===== config.mk =====
export PLATFORM = sky130hd
export DESIGN_NAME = sipo_deser
export DESIGN_NICKNAME = d
export VERILOG_FILES = /design/src/rtl/sipo_deser.sv
export SDC_FILE = /design/constraint.sdc
export NUM_CORES = 1
export LEC_CHECK = 0
export CORE_MARGIN = 8
export CORE_UTILIZATION = 25
export DETAILED_ROUTE_END_ITERATION = 8
export GPL_TIMING_DRIVEN = 0
export PLACE_DENSITY_LB_ADDON = 0.08
export SYNTH_ARGS = -nofsm -noshare
export SYNTH_HDL_FRONTEND = slang
export SYNTH_SLANG_ARGS = --single-unit

===== constraint.sdc =====
create_clock -name clk -period 3.4 [get_ports clk]
set_input_delay 0.85 -clock clk [delete_from_list [all_inputs] [get_ports clk]]
set_output_delay 0.85 -clock clk [all_outputs]
set_load 0.02 [all_outputs]

===== src/rtl/sipo_deser.sv =====
// Parametrised serial-in/parallel-out deserialiser with bit-count framing,
// a registered word output and a one-cycle completion strobe.
module sipo_deser #(
  parameter int unsigned WIDTH     = 8,
  parameter bit          LSB_FIRST = 1'b1,
  localparam int unsigned CNT_W    = $clog2(WIDTH)
) (
  input  logic             clk,
  input  logic             rst_n,
  input  logic             serial_in,
  input  logic             shift,
  input  logic             clear,
  output logic [WIDTH-1:0] parallel_out,
  output logic [WIDTH-1:0] data_out,
  output logic             data_valid,
  output logic             busy,
  output logic [CNT_W-1:0] bit_count
);

  localparam logic [CNT_W-1:0] LAST_CNT = CNT_W'(WIDTH - 1);

  logic [WIDTH-1:0] sr_q, sr_d;
  logic [WIDTH-1:0] sr_shifted;
  logic [CNT_W-1:0] cnt_q, cnt_d;
  logic [WIDTH-1:0] dout_q, dout_d;
  logic             valid_q, valid_d;
  logic             last_bit;

  // Bit-order selection: where a newly captured bit enters the register
  if (LSB_FIRST) begin : g_lsb_first
    assign sr_shifted = {serial_in, sr_q[WIDTH-1:1]};
  end else begin : g_msb_first
    assign sr_shifted = {sr_q[WIDTH-2:0], serial_in};
  end

  assign last_bit = (cnt_q == LAST_CNT);

  // Next-state: clear beats shift; completion snapshots the post-shift word
  always_comb begin
    sr_d    = sr_q;
    cnt_d   = cnt_q;
    dout_d  = dout_q;
    valid_d = 1'b0;
    if (clear) begin
      sr_d  = '0;
      cnt_d = '0;
    end else if (shift) begin
      sr_d = sr_shifted;
      if (last_bit) begin
        cnt_d   = '0;
        dout_d  = sr_shifted;
        valid_d = 1'b1;
      end else begin
        cnt_d = cnt_q + CNT_W'(1);
      end
    end
  end

  always_ff @(posedge clk) begin
    if (!rst_n) begin
      sr_q    <= '0;
      cnt_q   <= '0;
      dout_q  <= '0;
      valid_q <= 1'b0;
    end else begin
      sr_q    <= sr_d;
      cnt_q   <= cnt_d;
      dout_q  <= dout_d;
      valid_q <= valid_d;
    end
  end

  assign parallel_out = sr_q;
  assign data_out     = dout_q;
  assign data_valid   = valid_q;
  assign bit_count    = cnt_q;
  assign busy         = (cnt_q != '0);

endmodule


==> qor.yml, run 1 <==
arrival_ps: 1620
clock_skew_ps: 3.50
max_freq_mhz: 404
setup_violations: 0
totalWireLength_um: 1820
seqPwrFrac_pct: 58.4
syn_nets: 90
tightest_slew_ps: 227
p_sw_share_pct: 22.7
grt_pass1_vias: 617
fin_util_pct: 37.1
final_common_cell: "clkdlybuf4s50_1"
clock_path_buffers: 2
dieArea_sq_um: 5280
ys_ff_latch: 20
die_h_um: 72.6
ys_seq_area_share_pct: 49.9
portBuffers: 24
fin_total_pwr_mw: 0.406
core_area_sq_um: 3050
fp.dieW_um: 72.6
clock-sinks: 20
layout.nets: 119
yosysWarnings: 0
switchingPower_mw: 0.0921
final_area_sq_um: 1130
status: "complete, no violations"
tns_ps: 0
hold_violations: 0
vias: 620
clkLatencyLatePin_ps: 300
hpwl_um: 1330
numCtsBuffers: 3
maxCapViolations: 0
slew_headroom_pct: 84.8
p_leak_nw: 0.430
powerDensity_nw_per_um2: 358
ioPinCount: 26
cp-end-kind: "output port"
ant_nets: 0
worstHoldPathType: "register to register"
clock_power_share_pct: 34.8
post-route-min-period_ps: 2470
crit_type: "register to output port"
avgSynthCellArea_sq_um: 9.78
start_kind: "register"
wl_per_cell_um: 11.8
ctsResizeCount: 0
critPathRequiredTime_ps: 2550
final_cell_mix: "clkdlybuf4s50_1, dfxtp_1, mux2i_1"
grt_pass1_wl_um: 3100
firstDrtPassIters: 4
peakVddDrop_mv: 0.201
grt_overflow_total: 0
syn_inst: 82
fin_crit_sh_pct: 72.8
route.detailed.vias_per_inst: 4.03
antennaDiodeCount: 0
path_max_fanout: 5
post_cts_buffers: 0
rsz0062_at_grt: "no"
slew_violations: 0
synth.distinct_cells: 12
p_comb_share_pct: 6.8
grt.total_usage_pct: 7.70
cts-htree-levels: 1
areaGrowthSynthToFinish_pct: 41.3
grt_max_degree: 12
drive_above_1_share_pct: 8.18
cts_tree: "yes"
start_util_pct: 26.3
path_clk_slew_ps: 120
place_congestion: 0.679
drcViolationCount: 0
place_area_sq_um: 1100
rows: 20
drt_iter0_drc: 17
netlist_area_sq_um: 802
cts_hold_buf: 0
p_int_mw: 0.314
cts_root_buffer: "clkbuf_4"
antenna_found_initial: 0
-- layer usage --
layer,track usage [%],routed length [um]
met1,9.08,892
met2,11.3,766
met3,4.40,142
met4,2.67,15
met5,0,0
-- per-stage QoR --
stage               hold slack, ps  instances  setup slack (ps)
global placement               444        150              1260
finish                         468        154               925
detailed placement             450        150              1250
floorplan                      532         82              1650
global route                   485        154               831
CTS                            473        154               893
-- power by group through the flow --
stage / Sequential (mW) / Clock [mW] / Combinational [mW]
3_3_place_gp: 0.242 / 0 / 0.0283
3_5_place_dp: 0.242 / 0 / 0.0285
6_report: 0.237 / 0.141 / 0.0278
2_1_floorplan: 0.243 / 0 / 0.0151
4_1_cts: 0.237 / 0.149 / 0.0285
5_1_grt: 0.237 / 0.157 / 0.0311
-- worst paths after layout --
check                           depth (start not counted)                      start  slack [ps]                        to
worst max-delay path                                    4  bit_count[0]$_SDFFE_PP0P_         930                      busy
worst min-delay path                                    2   data_out[1]$_SDFFE_PN0P_         470  data_out[1]$_SDFFE_PN0P_
worst max register to register                          5  bit_count[0]$_SDFFE_PP0P_        2000  data_out[3]$_SDFFE_PN0P_
worst min register to register                          2   data_out[1]$_SDFFE_PN0P_         470  data_out[1]$_SDFFE_PN0P_
-- critical path, stage by stage (launching register included) --
cell and delay [ps]:
dfxtp_1 420, inv_1 60, ha_1 190, nand2b_1 60, clkdlybuf4s50_1 600
-- sequential cells by signal (all words and copies together), names as in the netlist --
name and count:
parallel_out 8, data_out 8, bit_count 3, data_valid 1
-- kinds of logic (layout without fill, tap and decap cells) --
kind of cell / Yosys count / count (layout) / share of synthesized area, %
fa+ha+maj: 3 / 3 / 4.68
mux: 18 / 18 / 22.5
buf+inv: 7 / 35 / 4.68
simple gates: 33 / 33 / 17.6
flops: 20 / 20 / 49.9
compound gates: 1 / 1 / 0.623
-- Yosys cell counts, drive strengths merged --
cell type | instances | area [sq um]
nand2 | 17 | 63.8
ha | 3 | 37.5
and3b | 1 | 8.76
buf | 5 | 30.0
mux2i | 18 | 180
or3b | 1 | 8.76
dfxtp | 20 | 400
a21oi | 1 | 5.00
inv | 2 | 7.51
nor2 | 11 | 41.3
nand2b | 3 | 18.8
-- cell type report --
class,count,area (sq um)
Inverter,2,7.51
Clock buffer,4,36.3
Multi-Input combinational cell,55,364
Fill cell,354,1920
Tap cell,44,55.1
Sequential cell,20,400
Timing Repair Buffer,24,240
Buffer,5,30.0
No activity file was read; power rests on OpenSTA's default activity.
==> run 2: changes to the inputs <==
Clock period 3.4 ns to 2.4 ns, I/O delays scaled along.
==> results of run 2 <==
Same layout as run 1 (identical final DEF). Status: complete, no violations.
Among the figures that moved: setup slack after placement 1250 ps -> 497 ps; setup slack after layout 925 ps -> 175 ps; register-to-register setup slack 2000 ps -> 1000 ps; total power 0.406 mW -> 0.575 mW; worst IR drop on VDD 0.201 mV -> 0.285 mV
==> run 3: changes to the inputs <==
Settings changed: ABC_AREA set to 1, CORE_UTILIZATION 25 to 44.
==> run 3 against run 2 <==
Against the previous run:
- largest cell class unchanged
- maximum frequency grew 0.58%
- clock power down 23%
- hold slack got worse by 1.8 ps
- synthesized cell count up 37%
- combinational power is 13% lower
- critical endpoint unchanged
- sequential power about the same
- critical path depth stayed put
- clock skew is 2.5 ps higher
- first-iteration DRC count fell by 71%
- design area decreased by 2.4%
- global-route usage rose by 3.7 points
==> qor.yml, run 3 <==
drive_above_1_share_pct: 6.47  # -1.7 points
netlist_area_sq_um: 812  # +1.2%
max_freq_mhz: 452
synth_top_area_share_pct: 49.3  # -0.62 points
critPathMaxStageDelay_ps: 590  # about the same
place_congestion: 0.739  # +8.8%
worstHoldPathType: "register to register"
yosysTopAreaCell: "dfxtp_1"
drt_iter0_drc: 5  # -12
rows: 15  # -25%
ant_nets: 0  # unchanged
fp.dieW_um: 59.0  # -19%
final_cell_mix: "nand2_1, clkdlybuf4s50_1, dfxtp_1"
final_area_sq_um: 1110  # -2.4%
p_leak_nw: 0.492  # +14%
avgSynthCellArea_sq_um: 7.25  # -26%
async_flop_share_pct: 0  # unchanged
cts_tree: "yes"
p_int_mw: 0.406
synthTopCellsByArea: "dfxtp_1, nand2_1, nor2_1"
post_cts_buffers: 0  # unchanged
setup_violations: 0  # unchanged
cts-htree-levels: 1  # unchanged
firstDrtPassIters: 3  # -1
route.detailed.vias_per_inst: 4.37  # +8.6%
final_common_cell: "nand2_1"
fin_ws_ps: 188
clkLatencyLatePin_ps: 300  # about the same
p_comb_share_pct: 6.5  # -0.3 points
antennaDiodeCount: 0  # unchanged
yosysWarnings: 0  # unchanged
powerDensity_nw_per_um2: 473
hpwl_um: 1320  # -1.3%
grt_pass1_vias: 731  # +18%
synth.distinct_cells: 9  # -3
layout.nets: 149  # +25%
ys_ff_latch: 20  # unchanged
antenna_found_initial: 0  # unchanged
arrival_ps: 1610  # about the same
path_cells: "inv_1, ha_1, nand2_1, clkdlybuf4s50_1"
rr_startpoint: "bit_count[0]$_SDFFE_PP0P_"
maxCapViolations: 0  # unchanged
clock_power_share_pct: 29.4  # -5.4 points
syn_inst: 112  # +37%
clock_skew_ps: 5.96  # +2.46 ps
areaGrowthSynthToFinish_pct: 36.2
yosysMostFrequentCell: "nand2_1"
slew_headroom_pct: 84.6  # -0.17 points
p_sw_share_pct: 22.4
tightest_slew_ps: 230  # +2.52 ps
cts_root_buffer: "clkbuf_4"
clock-sinks: 20  # unchanged
hp-start: "parallel_out[0]$_SDFFE_PP0P_"
ys_seq_area_share_pct: 49.3  # -0.62 points
start_util_pct: 47.0  # +21 points
die_h_um: 59.0  # -19%
critPathLaunch: "bit_count[0]$_SDFFE_PP0P_"
seqPwrFrac_pct: 64.1  # +5.7 points
path_clk_slew_ps: 110  # about the same
clock_path_buffers: 2  # unchanged
tns_ps: 0  # unchanged
grt_overflow_total: 0  # unchanged
crit_type: "register to output port"
drcViolationCount: 0  # unchanged
post-route-min-period_ps: 2210
numCtsBuffers: 3  # unchanged
vias: 717  # +16%
wl_per_cell_um: 10.8  # -8.8%
grt.total_usage_pct: 11.4  # +3.7 points
slew_violations: 0  # unchanged
dieArea_sq_um: 3480  # -34%
final_cells: 164  # +6.5%
peakVddDrop_mv: 0.370
grt_pass1_wl_um: 3150  # +1.8%
syn_nets: 120  # +33%
status: "complete, no violations"
ioPinCount: 26  # unchanged
rsz0062_at_grt: "no"
portBuffers: 24  # unchanged
synth_edf_count: 0  # unchanged
fin_crit_sh_pct: 92.2
critPathRequiredTime_ps: 1800
cts_hold_buf: 0  # unchanged
fin_util_pct: 64.1  # +27 points
ctsResizeCount: 0  # unchanged
slowest_stage: "clkdlybuf4s50_1"
hold_violations: 0  # unchanged
core_area_sq_um: 1730  # -43%
dp_cells: 161  # +7.3%
totalWireLength_um: 1760  # -2.9%
start_kind: "register"
place_area_sq_um: 1080  # -1.3%
switchingPower_mw: 0.117
path_max_fanout: 5  # unchanged
post-place-ws_ps: 519
grt_max_degree: 11  # -1
cp-end-kind: "output port"
synth_flop_cell: "dfxtp_1"
synth_common_cells: "nand2_1, dfxtp_1, nor2_1"
## run 3: changes by cell type after synthesis, sizes merged, moves of 3 or more
cell	delta
a21oi	+10
inv	+12
nor2	+7
nand2b	-3
mux2i	-18
nand2	+23
## run 3: per-stage QoR
stage                     power, mW  hold slack, ps
after floorplan               0.362             537
after global placement        0.377             453
after detailed placement      0.378             457
after CTS                     0.531             472
after global routing          0.546             511
final                         0.524             466
## run 3: area by class of cell
| cell class | instances | area (sq um) |
|---|---|---|
| clock buffer | 3 | 22.5 |
| inverter | 14 | 52.6 |
| sequential | 20 | 400 |
| timing repair buffer | 24 | 240 |
| fill | 163 | 621 |
| buffer | 5 | 31.3 |
| tap | 25 | 31.3 |
| multi-input combinational | 73 | 328 |
## run 3: metal layers
layer  wire length, um  track usage [%]
met1               725             11.7
met2               854             19.8
met3               183             6.52
met4                 0             2.05
met5                 0                0
## run 3: power groups by stage
| stage | Clock [mW] | Combinational [mW] | Sequential, mW |
|---|---|---|---|
| floorplan | 0 | 0.0169 | 0.345 |
| global placement | 0 | 0.0344 | 0.343 |
| detailed placement | 0 | 0.0347 | 0.343 |
| CTS | 0.161 | 0.0348 | 0.336 |
| global route | 0.172 | 0.0380 | 0.336 |
| finish | 0.154 | 0.0342 | 0.335 |
## run 3: worst max-delay path, delay by kind of cell (launching register included)
family / cells / cell delay, ps
buffers and inverters: 2 / 650
DFF: 1 / 420
adders and majority gates: 1 / 190
and+or+nand+nor: 1 / 60
## run 3: cells by family (layout without fill, tap and decap cells)
logic type | Yosys count | count (layout) | share of synthesized area, %
fa+ha+maj | 3 | 3 | 4.62
simple gates | 59 | 59 | 29.0
flops | 20 | 20 | 49.3
compound gates | 11 | 11 | 6.78
buf+inv | 19 | 46 | 10.3
## run 3: final timing paths
kind	endpoint	slack [ps]	cells past startpoint
worst max register to register	data_out[1]$_SDFFE_PN0P_	1050	6
worst max-delay path	busy	190	4
worst min register to register	parallel_out[0]$_SDFFE_PP0P_	470	2
worst min-delay path	parallel_out[0]$_SDFFE_PP0P_	470	2
